--- src/rtl/parity_frame_tx.sv ---
// Serial frame transmitter: start bit, DATA_W data bits LSB first, parity bit, stop bit.
// Each serial bit is held for CLKS_PER_BIT clocks. x = in_odd selects even (0) / odd (1) parity.
// Optional build macro PARITY_TX_ERR_INJECT_EN: a handshake with inject_err = 1 sends an
// inverted parity bit. Without the macro inject_err is ignored but the port stays present.
module parity_frame_tx #(
  parameter int unsigned DATA_W       = 3,
  parameter int unsigned CLKS_PER_BIT = 4
) (
  input  logic              clk,
  input  logic              rst_n,
  input  logic              in_valid,
  output logic              in_ready,
  input  logic [DATA_W-1:0] in_data,
  input  logic              in_odd,
  input  logic              inject_err,
  output logic              tx_line,
  output logic              busy,
  output logic              parity_bit,
  output logic              frame_done
);

  localparam int unsigned BaudW = (CLKS_PER_BIT > 1) ? $clog2(CLKS_PER_BIT) : 1;
  localparam int unsigned BitW  = (DATA_W > 1) ? $clog2(DATA_W) : 1;
  localparam logic [BaudW-1:0] BaudLast = BaudW'(CLKS_PER_BIT - 1);
  localparam logic [BitW-1:0]  BitLast  = BitW'(DATA_W - 1);

  typedef enum logic [2:0] {StIdle, StStart, StData, StParity, StStop} state_e;

  state_e              state_q, state_d;
  logic [BaudW-1:0]    baud_q, baud_d;
  logic [BitW-1:0]     bit_q, bit_d;
  logic [DATA_W-1:0]   shift_q, shift_d;
  logic [DATA_W-1:0]   shifted;
  logic                par_q, par_d;
  logic                tx_q, tx_d;
  logic                busy_q, busy_d;
  logic                done_q, done_d;
  logic                baud_end;
  logic                inj_bit;

`ifdef PARITY_TX_ERR_INJECT_EN
  assign inj_bit = inject_err;
`else
  // Port kept for a stable port list; its value never reaches the datapath.
  logic unused_inject;
  assign unused_inject = inject_err;
  assign inj_bit       = 1'b0;
`endif

  assign baud_end = (baud_q == BaudLast);
  assign shifted  = shift_q >> 1;

  // Next-state, datapath and registered-output logic for the frame sequencer.
  always_comb begin
    state_d = state_q;
    baud_d  = baud_q;
    bit_d   = bit_q;
    shift_d = shift_q;
    par_d   = par_q;
    tx_d    = tx_q;
    busy_d  = busy_q;
    unique case (state_q)
      StIdle: begin
        if (in_valid) begin
          state_d = StStart;
          baud_d  = '0;
          bit_d   = '0;
          shift_d = in_data;
          par_d   = (^in_data) ^ in_odd ^ inj_bit;
          tx_d    = 1'b0;
          busy_d  = 1'b1;
        end
      end
      StStart: begin
        if (baud_end) begin
          state_d = StData;
          baud_d  = '0;
          tx_d    = shift_q[0];
        end else begin
          baud_d = baud_q + 1'b1;
        end
      end
      StData: begin
        if (baud_end) begin
          baud_d = '0;
          if (bit_q == BitLast) begin
            state_d = StParity;
            tx_d    = par_q;
          end else begin
            bit_d   = bit_q + 1'b1;
            shift_d = shifted;
            tx_d    = shifted[0];
          end
        end else begin
          baud_d = baud_q + 1'b1;
        end
      end
      StParity: begin
        if (baud_end) begin
          state_d = StStop;
          baud_d  = '0;
          tx_d    = 1'b1;
        end else begin
          baud_d = baud_q + 1'b1;
        end
      end
      StStop: begin
        if (baud_end) begin
          state_d = StIdle;
          baud_d  = '0;
          busy_d  = 1'b0;
          tx_d    = 1'b1;
        end else begin
          baud_d = baud_q + 1'b1;
        end
      end
      default: begin
        state_d = StIdle;
        baud_d  = '0;
        busy_d  = 1'b0;
        tx_d    = 1'b1;
      end
    endcase
    // Registered pulse: high during the cycle that is the last one of the stop bit.
    done_d = (state_d == StStop) && (baud_d == BaudLast);
  end

  // State and output registers; reset abandons any frame in flight.
  always_ff @(posedge clk or negedge rst_n) begin
    if (!rst_n) begin
      state_q <= StIdle;
      baud_q  <= '0;
      bit_q   <= '0;
      shift_q <= '0;
      par_q   <= 1'b0;
      tx_q    <= 1'b1;
      busy_q  <= 1'b0;
      done_q  <= 1'b0;
    end else begin
      state_q <= state_d;
      baud_q  <= baud_d;
      bit_q   <= bit_d;
      shift_q <= shift_d;
      par_q   <= par_d;
      tx_q    <= tx_d;
      busy_q  <= busy_d;
      done_q  <= done_d;
    end
  end

  assign in_ready   = (state_q == StIdle);
  assign tx_line    = tx_q;
  assign busy       = busy_q;
  assign parity_bit = par_q;
  assign frame_done = done_q;

endmodule

--- config.mk ---
export PLATFORM = sky130hd
export DESIGN_NAME = parity_frame_tx
export DESIGN_NICKNAME = d
export VERILOG_FILES = /design/src/rtl/parity_frame_tx.sv
export SDC_FILE = /design/constraint.sdc
export NUM_CORES = 1
export LEC_CHECK = 0
export ABC_AREA = 1
export CORE_MARGIN = 1.5
export CORE_UTILIZATION = 37
export DETAILED_ROUTE_END_ITERATION = 16
export PLACE_DENSITY = 0.62
export SYNTH_ARGS = -nofsm -noshare
export SYNTH_HDL_FRONTEND = slang
export SYNTH_SLANG_ARGS = --single-unit
--- constraint.sdc ---
create_clock -name clk -period 1.3 [get_ports clk]
set_clock_uncertainty 0.15 [all_clocks]
set_input_delay 0.195 -clock clk [delete_from_list [all_inputs] [get_ports clk]]
set_output_delay 0.195 -clock clk [all_outputs]
set_load 0.05 [all_outputs]
=== After elaboration in Yosys (flattened, before gate mapping) ===
Cells that the tools add are included.

* Add/sub/neg operators: 2
* Multipliers: 0
* Divide/modulo/power cells: 0
* Magnitude comparators: 0
* Equal/unequal tests: 14
* Shift-type cells: 0
* Mux-type cells: 27
* Bitwise operators: 2
* Reduce and logical (&&, ||, !) cells: 11

{| class="wikitable"
|+ Operators by type and width
! cell !! number
|-
| two-way mux 3 bit || 9
|-
| one-hot mux 3 bit (5 select lines) || 1
|-
| two-way mux 2 bit || 5
|-
| inequality test 2 bit (second input constant) || 5
|-
| one-hot mux 2 bit (2 select lines) || 2
|-
| AND reduction 4 bit || 2
|-
| two-way mux 1 bit || 7
|-
| equality test 2 bit (second input constant) || 3
|-
| equality test 3 x 2 -> 1 bit (second input constant) || 2
|-
| equality test 3 bit (second input constant) || 2
|-
| one-hot mux 3 bit (2 select lines) || 1
|-
| adder 2 x 1 -> 2 bit (second input constant) || 2
|-
| one-hot mux 1 bit (4 select lines) || 1
|-
| OR reduction 4 bit || 1
|-
| equality test 3 x 1 -> 1 bit (second input constant) || 1
|-
| zero test 3 bit || 1
|-
| one-hot mux 1 bit (3 select lines) || 1
|-
| AND reduction 3 bit || 1
|-
| OR reduction 3 bit || 1
|-
| XOR reduction 3 bit || 1
|-
| inequality test 2 x 1 -> 1 bit (second input constant) || 1
|-
| AND reduction 2 bit || 1
|-
| nonzero test 2 bit || 1
|-
| OR reduction 2 bit || 1
|-
| 3 further kinds || 3
|}

* Register bits: 14
* Bits in latches: 0
* Memory bits (writable): 0
* ROM bits: 0
* Input bits: 8
* Output and inout bits: 5
* Logic and storage cells: 64
* Memories kept: 0

=== Depth between registers and ports, before layout ===
* Depth after elaboration: 6
* Gate-level depth with buffers: 9
* Mapped depth without buffers: 9

=== Least setup slack after synthesis ===
OpenSTA, ideal clock, no wires.

* Path type: register -> output
* From: reg state_q[2]
* To: out in_ready
* Arrival time: 1.063 ns
* Data required time: 0.955 ns
* Setup slack: -0.108 ns
* Cell stages (with the launch flop): 5
* Path buffers: 1
* Cells stage by stage: dfrtp_1 -> nor2_2 -> buf_6 -> nand2_4 -> inv_1

* Longest elaborated chain between the ends: 1

{| class="wikitable"
|+ RTL lines
! what !! RTL line !! text
|-
| start, declared || 29 || <nowiki>state_e state_q, state_d;</nowiki>
|-
| start signal, assigned || 131 || <nowiki>state_q <= StIdle;</nowiki>
|-
| start signal, assigned || 140 || <nowiki>state_q <= state_d;</nowiki>
|-
| zero test 3 bit || 151 || <nowiki>assign in_ready = (state_q == StIdle);</nowiki>
|-
| end, declared || 12 || <nowiki>output logic in_ready,</nowiki>
|}

No other way between the ends.

=== Worst setup path in the final report ===
* From: reg state_q[0]
* To: out in_ready

The elaborated chain is that of the path after synthesis.

==> flow_metrics.tcl <==
set metrics [dict create \
    synth_adder_area_share_pct 4.13 \
    drc 0 \
    num_rows 17 \
    grt-ovfl-total 0 \
    start_util_pct 40.3 \
    leakagePower_nw 0.618 \
    vias 893 \
    ant_nets 0 \
    grt_pass1_wl_mm 3.26 \
    die_y_microns 52.6 \
    syn_area_sq_um 908 \
    end_kind "primary output" \
    p_per_area_nw_per_um2 2550 \
    required_ns 0.95 \
    syn_to_final_growth_pct 41.6 \
    cts_tree "yes" \
    ctsHtreeMaxLevel 1 \
    netlist_instances 121 \
    fin_nets 161 \
    synth_mux_area_share_pct 0 \
    ios 13 \
    cts_made_buffers 3 \
    violations "negative setup slack" \
    synth_xor_area_share_pct 3.86 \
    wirelength_mm 1.98 \
    synth-edff-count 0 \
    dp_hpwl_mm 1.55 \
    yosysTopAreaCell "dfrtp_1" \
    criticalPathCategory "reg -> out" \
    yosys.area.top_type_share_pct 35.8 \
    clockBufferDepth 2 \
    synth.most_common_cell "nand2_1" \
    cap_viol_max_count 0 \
    layout_setup_ws_ns -0.242 \
    clock.fmax_mhz 648 \
    track_usage_pct 16.2 \
    slew_headroom_pct 83.5 \
    syn_nets 132 \
    setup_viol_count_final 13 \
    clock-sinks 14 \
    pre_cts_ws_ns -0.140 \
    tns_ns -1.11 \
    clk_pin_slew_worst_paths_ns 0.09 \
    place_inst 170 \
    drive_above_1_share_pct 32.2 \
    cp-start-kind "flop" \
    grt_max_degree 15 \
    crit_chain "nor2_4 > buf_6 > nand2_4 > clkinvlp_4 > buf_12" \
    finalNonFillerCells 177 \
    fin_util_pct 57.0 \
    finalCriticalPeriod_ns 1.54 \
    wire_per_inst_microns 11.2 \
    antenna_found_initial 0 \
    via_per_inst 5.05 \
    firstDrtPassIters 4 \
    cts_root_buffer "clkbuf_4" \
    synth_common_cells "nand2_1, nand3_1, dfrtp_1" \
    io_buffers 11 \
    synth-simple-area-share_pct 38.2 \
    insertion_delay_ns 0.28 \
    rsz0062_at_grt "yes" \
    final_hold_viol_count 0 \
    crit_arrival_ns 1.20 \
    dieWidth_microns 52.6 \
    vdd_ir_drop_max_uv 1520 \
    synth_warnings 0 \
    crit_fanout 3 \
    async_reset_ff_share_pct 100 \
    diodes 0 \
    grt_pass1_vias 806 \
    ys_types 22 \
    critPathMaxStageDelay_ns 0.42 \
    finalMaxSlewViolations 0 \
    ys_ff_latch 14 \
    p_total_w 0.00328 \
    rr_worst_depth 6 \
    synth_area_leaders "dfrtp_1, nand2_1, nand3_1" \
    status "finished with violations" \
    syn_avg_cell_area_sq_um 7.51 \
    core_sq_um 2250 \
    ys_seq_area_share_pct 38.7 \
    hold_path.class "in -> async" \
    die_area_sq_um 2760 \
    finalWeightedCongestion 0.846 \
    min_period_over_period_pct 119 \
    initialDrtViolationCount 15 \
    synth_top_family_by_area "simple AND/OR/NAND/NOR gates" \
    synth_compound_area_share_pct 7.44 \
    worstMarginPinSlew_ns 0.246 \
    synth_flop_cell "dfrtp_1" \
    holdBufCountCts 0 \
    cp_slowest_cell "dfrtp_1" \
]
==> final cells by class <==
type / count / area, sq um
Fill cell: 211 / 968
Tap cell: 28 / 35.0
Timing Repair Buffer: 27 / 284
Sequential cell: 14 / 353
Clock buffer: 4 / 36.3
Multi-Input combinational cell: 93 / 528
Inverter: 11 / 50.0
==> power by group <==
part	switching [W]	leakage [nW]	internal, W
Combinational	0.00118	0.425	0.000965
Sequential	0.000192	0.172	0.000633
Clock	0.000144	0.0210	0.000170
Total	0.00151	0.618	0.00177
==> state kept, by name, indices dropped and copies added, names as in the netlist <==
| signal | flops |
|---|---|
| frame_done | 1 |
| bit_q | 2 |
| baud_q | 2 |
| parity_bit | 1 |
| tx_line | 1 |
| state_q | 3 |
| shift_q | 3 |
| busy | 1 |
==> final timing paths <==
check,start,end,slack [ns]
worst min-delay path,rst_n,bit_q[0]$_DFFE_PN0P_,0.08
worst max-delay path,state_q[0]$_DFF_PN0_,in_ready,-0.24
max in group asynchronous,rst_n,tx_line$_DFFE_PN1P_,0.69
worst max register to register,state_q[0]$_DFF_PN0_,frame_done$_DFF_PN0_,-0.13
min in group clk,shift_q[0]$_DFFE_PN0P_,shift_q[0]$_DFFE_PN0P_,0.36
worst min register to register,shift_q[0]$_DFFE_PN0P_,shift_q[0]$_DFFE_PN0P_,0.36
==> layer usage <==
layer  GRT usage (%)  part of all wire (%)
met5               0                     0
met4            7.69                  0.96
met3            1.71                   4.4
met2            27.3                    50
met1            20.7                    45
==> cell families after synthesis <==
| family | Yosys count |
|---|---|
| flip-flops | 14 |
| XOR/XNOR | 4 |
| buffers and inverters | 14 |
| adder cells (fa/ha/maj) | 3 |
| AO/OA/AOI/OAI | 12 |
| AND/OR/NAND/NOR | 74 |
==> critical path, delay by kind of cell (launching register included) <==
| family | cells | cell delay, ns |
|---|---|---|
| flip-flops | 1 | 0.42 |
| buffers and inverters | 3 | 0.31 |
| AND/OR/NAND/NOR | 2 | 0.19 |
==> repair_timing <==
item | 4_1_cts | 5_1_grt
buffers inserted | 2 | 1
pin swaps | 1 | 0
setup endpoints to repair | 14 | 15
resized for setup | 10 | 6
==> per-stage QoR <==
step           hold slack (ns)  cell area [sq um]
6_report                0.0750               1290
5_1_grt                 0.0885               1290
4_1_cts                 0.0789               1270
3_5_place_dp             0.325               1190
3_3_place_gp             0.313               1190
2_1_floorplan           -0.251                920
==> cell usage in the layout, fill, tap and decap left out, types with 2 or more instances in the layout <==
| cell | instances |
|---|---|
| o21ai_1 | 2 |
| nand3_1 | 14 |
| o21ai_0 | 3 |
| nor2_4 | 2 |
| nand3b_1 | 2 |
| inv_4 | 2 |
| clkdlybuf4s50_1 | 6 |
| nand4_1 | 3 |
| nor2_1 | 9 |
| xor2_1 | 2 |
| dfrtp_1 | 12 |
| nand2_2 | 3 |
| a21oi_1 | 4 |
| nor2_2 | 3 |
| inv_1 | 7 |
| clkbuf_4 | 3 |
| nand2_4 | 2 |
| xnor2_1 | 2 |
| nand2_1 | 35 |
| buf_4 | 15 |
| ha_2 | 3 |
| buf_12 | 5 |
Note: power is estimated with default switching activity, not from simulation.
